File: config.mk
export PLATFORM = sky130hd
export DESIGN_NAME = shared_vram_arbiter
export DESIGN_NICKNAME = d
export VERILOG_FILES = /design/src/rtl/shared_vram_arbiter.sv
export SDC_FILE = /design/constraint.sdc
export NUM_CORES = 1
export LEC_CHECK = 0
export ABC_CLOCK_PERIOD_IN_PS = 3000
export CAP_MARGIN = 20
export CELL_PAD_IN_SITES_DETAIL_PLACEMENT = 0
export CELL_PAD_IN_SITES_GLOBAL_PLACEMENT = 2
export CORE_AREA = 2 2 46 48
export CTS_CLUSTER_DIAMETER = 150
export DETAILED_ROUTE_END_ITERATION = 8
export DIE_AREA = 0 0 48 50
export GPL_TIMING_DRIVEN = 0
export PLACE_DENSITY = 0.76
export RECOVER_POWER = 25
export SLEW_MARGIN = 25
export SYNTH_ARGS = -nofsm -noshare
export SYNTH_HDL_FRONTEND = slang
export SYNTH_SLANG_ARGS = --single-unit
export TNS_END_PERCENT = 50
File: constraint.sdc
create_clock -name clk -period 3 [get_ports clk]
set_clock_uncertainty 0.2 [all_clocks]
set_input_delay 0.6 -clock clk [delete_from_list [all_inputs] [get_ports clk]]
set_output_delay 0.6 -clock clk [all_outputs]
set_load 0.01 [all_outputs]
File: src/rtl/shared_vram_arbiter.sv
`default_nettype none
// ============================================================================
// Module      : shared_vram_arbiter
// Description : Arbitrates CPU A and CPU B accesses to the shared video-RAM
//               window. Drives AB_Sel into the downstream VRAM chip-select /
//               VA12 decoder (0 = CPU A, 1 = CPU B) and stalls the losing Z80
//               through its WAITn pin until it owns the bus.
//
// Parameters  : TURN_CYCLES  dead clk cycles (0..3) between one owner
//                            releasing and the next owner being granted
//
// Ports       : clk      in   system clock, all state on rising edge
//               RESETn   in   asynchronous active-low reset
//               AMRn     in   CPU A MREQn
//               A_addr   in   CPU A address bits [15:11]
//               BMRn     in   CPU B MREQn
//               B_addr   in   CPU B address bits [15:11]
//               AB_Sel   out  registered bus owner select (0=A, 1=B)
//               A_WAITn  out  CPU A wait, active low
//               B_WAITn  out  CPU B wait, active low
//               busy     out  high while a CPU owns the bus
//
// Build macro : ARB_FIXED_PRIO_EN - when defined, ties always go to CPU A;
//               otherwise ties are broken round-robin on the last owner.
//
// Revision    : 1.0  initial release
// ============================================================================
module shared_vram_arbiter #(
    parameter int unsigned TURN_CYCLES = 1
) (
    input  logic       clk,
    input  logic       RESETn,
    input  logic       AMRn,
    input  logic [4:0] A_addr,
    input  logic       BMRn,
    input  logic [4:0] B_addr,
    output logic       AB_Sel,
    output logic       A_WAITn,
    output logic       B_WAITn,
    output logic       busy
);

    typedef enum logic [1:0] {
        ST_IDLE  = 2'd0,
        ST_OWN_A = 2'd1,
        ST_OWN_B = 2'd2,
        ST_TURN  = 2'd3
    } state_t;

    // With no dead time the release edge arbitrates directly.
    localparam bit         c_NO_TURN   = (TURN_CYCLES == 0);
    localparam logic [1:0] c_TURN_LOAD = c_NO_TURN ? 2'd0 : 2'(TURN_CYCLES - 1);

    state_t     r_state;
    state_t     w_state_nxt;
    logic       r_last;        // 0 = A was last owner, 1 = B
    logic       w_last_nxt;
    logic [1:0] r_tcnt;
    logic [1:0] w_tcnt_nxt;
    logic       r_ab_sel;
    logic       w_ab_sel_nxt;
    logic       w_arb;

    logic       w_a_req;
    logic       w_b_req;
    logic       w_tie_to_a;
    logic       w_pick_a;
    logic       w_pick_b;

    // ------------------------------------------------------------------
    // Window decode
    //   A : D000-FFFF
    //   B : C800-EFFF and F800-FFFF (F000-F7FF is not shared for B)
    // ------------------------------------------------------------------
    assign w_a_req = ~AMRn & (A_addr >= 5'h1A);
    assign w_b_req = ~BMRn & (((B_addr >= 5'h19) && (B_addr <= 5'h1D)) ||
                              (B_addr == 5'h1F));

    // ------------------------------------------------------------------
    // Tie-break. Only the IDLE/TURN arbitration point can see a tie; a
    // releasing owner has dropped its own request so r_last is current.
    // ------------------------------------------------------------------
`ifdef ARB_FIXED_PRIO_EN
    assign w_tie_to_a = 1'b1;
`else
    assign w_tie_to_a = r_last;
`endif

    assign w_pick_a = w_a_req & (~w_b_req | w_tie_to_a);
    assign w_pick_b = w_b_req & ~w_pick_a;

    // ------------------------------------------------------------------
    // State register
    // ------------------------------------------------------------------
    always_ff @(posedge clk or negedge RESETn) begin
        if (!RESETn) begin
            r_state  <= ST_IDLE;
            r_last   <= 1'b1;   // A wins the first tie
            r_tcnt   <= 2'd0;
            r_ab_sel <= 1'b0;
        end else begin
            r_state  <= w_state_nxt;
            r_last   <= w_last_nxt;
            r_tcnt   <= w_tcnt_nxt;
            r_ab_sel <= w_ab_sel_nxt;
        end
    end

    // ------------------------------------------------------------------
    // Next-state logic
    // ------------------------------------------------------------------
    always_comb begin
        w_state_nxt  = r_state;
        w_last_nxt   = r_last;
        w_tcnt_nxt   = r_tcnt;
        w_ab_sel_nxt = r_ab_sel;
        w_arb        = 1'b0;

        case (r_state)
            ST_IDLE: begin
                w_arb = 1'b1;
            end

            // Owners are never preempted; only their own release (MREQn
            // high or address leaving the window) ends the tenure.
            ST_OWN_A: begin
                if (!w_a_req) begin
                    w_last_nxt = 1'b0;
                    if (c_NO_TURN) begin
                        w_arb = 1'b1;
                    end else begin
                        w_state_nxt = ST_TURN;
                        w_tcnt_nxt  = c_TURN_LOAD;
                    end
                end
            end

            ST_OWN_B: begin
                if (!w_b_req) begin
                    w_last_nxt = 1'b1;
                    if (c_NO_TURN) begin
                        w_arb = 1'b1;
                    end else begin
                        w_state_nxt = ST_TURN;
                        w_tcnt_nxt  = c_TURN_LOAD;
                    end
                end
            end

            ST_TURN: begin
                if (r_tcnt == 2'd0) begin
                    w_arb = 1'b1;
                end else begin
                    w_tcnt_nxt = r_tcnt - 2'd1;
                end
            end

            default: begin
                w_state_nxt = ST_IDLE;
            end
        endcase

        // Common arbitration point; AB_Sel moves only on a grant edge.
        if (w_arb) begin
            if (w_pick_a) begin
                w_state_nxt  = ST_OWN_A;
                w_ab_sel_nxt = 1'b0;
            end else if (w_pick_b) begin
                w_state_nxt  = ST_OWN_B;
                w_ab_sel_nxt = 1'b1;
            end else begin
                w_state_nxt  = ST_IDLE;
            end
        end
    end

    // ------------------------------------------------------------------
    // Outputs. WAITn is held inactive while in reset so neither Z80 is
    // stalled by a reset in progress.
    // ------------------------------------------------------------------
    assign AB_Sel  = r_ab_sel;
    assign busy    = (r_state == ST_OWN_A) || (r_state == ST_OWN_B);
    assign A_WAITn = ~RESETn | ~(w_a_req & (r_state != ST_OWN_A));
    assign B_WAITn = ~RESETn | ~(w_b_req & (r_state != ST_OWN_B));

endmodule
`default_nettype wire
After elaboration in Yosys (flattened, before gate mapping)
Cells that the tools add are included.

Register bits: 6. Input port bits: 14. Output and inout bits: 4. Logic and storage cells: 65.

Add/subtract/negate cells: 1. Order comparisons: 3. Equal/unequal tests: 11. Multiplexer cells: 17. Bitwise logic cells: 16. Reductions and logical operators: 13.

Operators by type and width (count): $mux 2 (8); $ge 5x5->1 const B (2); $ne 2x2->1 const B (4); $not 1->1 (7); $and 1x1->1 (6); $ne 3x3->1 const B (2); $pmux 2 s3 (1); $reduce_and 3->1 (2); $reduce_bool 3->1 (2); $eq 5x5->1 const B (1); $le 5x5->1 const B (1); $mux 1 (5); $eq 2x2->1 const B (2); $logic_not 2->1 (2); $pmux 1 s2 (2); $pmux 2 s2 (1); $reduce_and 4->1 (1); $reduce_bool 2->1 (2); $or 1x1->1 (3); $eq 2x1->1 const B (1); $logic_or 1x1->1 (2); $ne 2x1->1 const B (1); $reduce_and 2->1 (1); $sub 2x1->2 const B (1); $logic_and 1x1->1 (1).

Logic depth before layout (Yosys ltp)
Word-level depth: 12. Gate-level depth with buffers: 6. Mapped depth without buffers: 6.

Worst setup path after synthesis
Ideal clock, no wire load.

Path type: input to output. From: in B_addr[1]. To: out B_WAITn. Data arrival time: 1.382 ns. Data required time: 2.200 ns. Slack: 0.818 ns. Stages on the path: 3. Path buffers: 0. Path through: xor2_1 > o2111ai_1 > or3b_1.

Cells in the longest elaborated chain, start to end: 7. Elaborated cells on any way between the ends: 9. Those cells by class: 2 x order compare; 1 x eq/ne; 4 x bitwise; 2 x reduce/logical.

RTL lines: start, declared (line 36) `input logic [4:0] B_addr,`; $ge 5x5->1 / $le 5x5->1 (equally long branches) (line 76) `assign w_b_req = ~BMRn & (((B_addr >= 5'h19) && (B_addr <= 5'h1D)) ||`; $logic_and 1x1->1 (line 76); $logic_or 1x1->1 * (line 76); $and 1x1->1 * (line 76); $and 1x1->1 * (line 184) `assign B_WAITn = ~RESETn | ~(w_b_req & (r_state != ST_OWN_B));`; $not 1->1 * (line 184); $or 1x1->1 * (line 184); end, declared (line 39) `output logic B_WAITn,`.

Mark *: on every way between the ends. The rest lies on a longest branch, timed or not.

Final worst setup path
Ends and elaborated chain as after synthesis.

==> flow_metrics.tcl <==
set metrics [dict create \
    worst-path-max-fanout 4 \
    grt_max_degree 9 \
    critPathCapture "B_WAITn" \
    outcome "completed" \
    track_usage_pct 10.36 \
    io_buffers 16 \
    fillers 196 \
    diodes 0 \
    vias 449 \
    synth_commonest_cells "inv_1, ha_1, dfrtp_1, nor2_1" \
    grt_pass1_wl_mm 1.773 \
    yosysWarnings 0 \
    drtAntennaViolNets 0 \
    initial_core_util_pct 25.26 \
    placed_area_um2 674.4 \
    htreeDepth 1 \
    tightest_slew_ps 386.1 \
    grtUsageMet3_pct 1.465 \
    cts_tree "yes" \
    path_class "primary input to output port" \
    synth_cell_types 24 \
    swShare_pct 39.16 \
    synth_top_flop_cell "dfrtp_1" \
    avgSynthCellArea_um2 9.421 \
    die_w_um 48 \
    finalPower_uw 507.4 \
    pwr-share-clk_pct 15.9 \
    clkLatencyLatePin_ps 240 \
    root_buffer "clkbuf_4" \
    core_um2 1902 \
    postCtsHoldBufs 0 \
    total_leakage_power_uw 0.0003036 \
    clk_path_buf_depth 2 \
    cp_slowest_cell "clkdlybuf4s50_1" \
    internal_power_uw 308.7 \
    syn-instance-count 51 \
    rsz0062_at_grt "false" \
    cts_sinks 6 \
    hold_violations 0 \
    worstPathArrival_ps 2110 \
    dp.final_hpwl_um 905.5 \
    worstSetupStartpointType "primary input" \
    totalWireLength_mm 1.102 \
    grtUsageMet2_pct 14.67 \
    worst-path-stages 5 \
    layout.nets 93 \
    reg2regPathDepth 6 \
    max_freq_mhz 343.2 \
    path_buf_inv 2 \
    synth_edf_count 0 \
    ys_ff_latch 6 \
    drv_slew 0 \
    design_area_um2 725.7 \
    synth_area_um2 480.5 \
    cts.clk_slew.worst_paths_ps 40 \
    drive_above_1_share_pct 15.28 \
    cts_buffers 3 \
    synth.most_common_cell "inv_1" \
    routed_via_density 4.535 \
    p_seq_share_pct 29.9 \
    std_cell_rows 16 \
    synthToLayoutAreaGrowth_pct 51.04 \
    hold_path_class "register to register" \
    worstReg2RegEnd "r_tcnt[1]" \
    yosysTopAreaCellShare_pct 26.04 \
    comb_power_share_pct 54.2 \
    die_h_um 50 \
    fin_setup_tns_ps 0 \
    gr-total-overflow 0 \
    cp-end-kind "output port" \
    drc 0 \
    timing.rr.start "r_state[0]" \
    num_io_pins 18 \
    final_util_pct 38.16 \
    synthTopCellsByArea "dfrtp_1, ha_1, dfstp_2" \
    top_usage_layer "met2" \
    cp_top_family "buffers and inverters" \
    antenna_found_initial 0 \
    setup_viol 0 \
    worstPathCellList "clkdlybuf4s50_1 -> xor2_2 -> o2111ai_2 -> or3b_1 -> dlygate4sd2_1" \
    async_reset_ff_share_pct 100.0 \
    rrSetupSlack_ps 1120 \
    place_congestion 0.7282 \
    preCtsSetupSlack_ps -200.6 \
    ys_seq_area_share_pct 31.51 \
    max_stage_delay_ps 500 \
    required_ps 2200 \
    fin_crit_sh_pct 97.12 \
    postLayoutSetupSlackWorst_ps 86.33 \
    relSlewSlack_pct 74.17 \
    drt-pass1-iter-count 4 \
    grt_pass1_vias 416 \
    grt_use_met1_pct 13.39 \
    detail_route.wl_per_cell_um 11.13 \
    p_sw_uw 198.7 \
    synthesis.nets 71 \
    pwr_density_cell_nw_per_um2 699.2 \
    yosys.area.top_type "dfrtp_1" \
    period_minus_slack_ps 2914 \
    die_area_um2 2400 \
    maxCapViolCount 0 \
    worstSetupStartpoint "B_addr[1]" \
    drt_iter0_drc 8 \
    peakVddDrop_mv 0.3660 \
]
[layout by cell type (no fill, tap or decap), drive strengths merged, types with 2 or more instances in the layout]
| master | instances |
|---|---|
| a21oi | 2 |
| a22oi | 2 |
| clkbuf | 4 |
| clkdlybuf4s50 | 14 |
| dfrtp | 5 |
| ha | 6 |
| inv | 7 |
| nand2 | 3 |
| nor2 | 5 |
| o21ai | 2 |
| o31ai | 3 |
| o41ai | 2 |
[stage by stage]
step / hold WS, ps / instances
after floorplan: 104.4 / 51
after global placement: 290.2 / 94
after detailed placement: 275.8 / 94
after CTS: 284.6 / 99
after global routing: 293.4 / 99
final: 283.8 / 99
[registers in the layout (all words and copies together), names as in the netlist]
name,count
r_state,2
r_tcnt,2
r_last,1
AB_Sel,1
[metal layers]
metal / vias up / wire length, um
met5: - / 0
met4: 0 / 0
met3: 0 / 95
met2: 16 / 502
met1: 207 / 505
li1: 226 / -
[power groups by stage]
| stage | clock (uW) | combinational [uW] | sequential (uW) |
|---|---|---|---|
| 6_report | 80.8 | 275 | 152 |
| 4_1_cts | 85.6 | 279 | 151 |
| 2_1_floorplan | 0 | 180 | 147 |
| 5_1_grt | 88.2 | 311 | 156 |
| 3_5_place_dp | 0 | 276 | 150 |
| 3_3_place_gp | 0 | 271 | 151 |
[cells by family after synthesis]
group                    synth area share [%]
AND/OR/NAND/NOR                         19.79
XOR/XNOR                                1.823
AO/OA/AOI/OAI                           25.78
buffers and inverters                   5.470
adder cells (fa/ha/maj)                 15.62
flip-flops                              31.51
[repair_timing]
action	CTS	global route
setup endpoints to repair	2	0
hold endpoints to repair	0	0
setup buffers	1	0
gates resized for setup	4	0
[worst min-delay path by stage]
stage / start / end / slack [ps] / cells after the start
CTS: r_tcnt[0] / r_tcnt[0] / 280 / 1
global placement: AB_Sel / AB_Sel / 290 / 1
global route: r_tcnt[0] / r_tcnt[0] / 290 / 1
finish: r_tcnt[0] / r_tcnt[0] / 280 / 1
detailed placement: r_tcnt[0] / r_tcnt[0] / 280 / 1
floorplan: RESETn / AB_Sel / 100 / 0
[cell type report]
type / instances / area [um2] / share of cell area [%]
clock buffer: 4 / 26.28 / 3.621
inverter: 7 / 26.28 / 3.621
multi-input combinational: 38 / 321.6 / 44.31
sequential: 6 / 151.4 / 20.86
tap: 27 / 33.78 / 4.655
timing repair buffer: 17 / 166.4 / 22.93
Note: power is estimated with default switching activity, not from simulation.
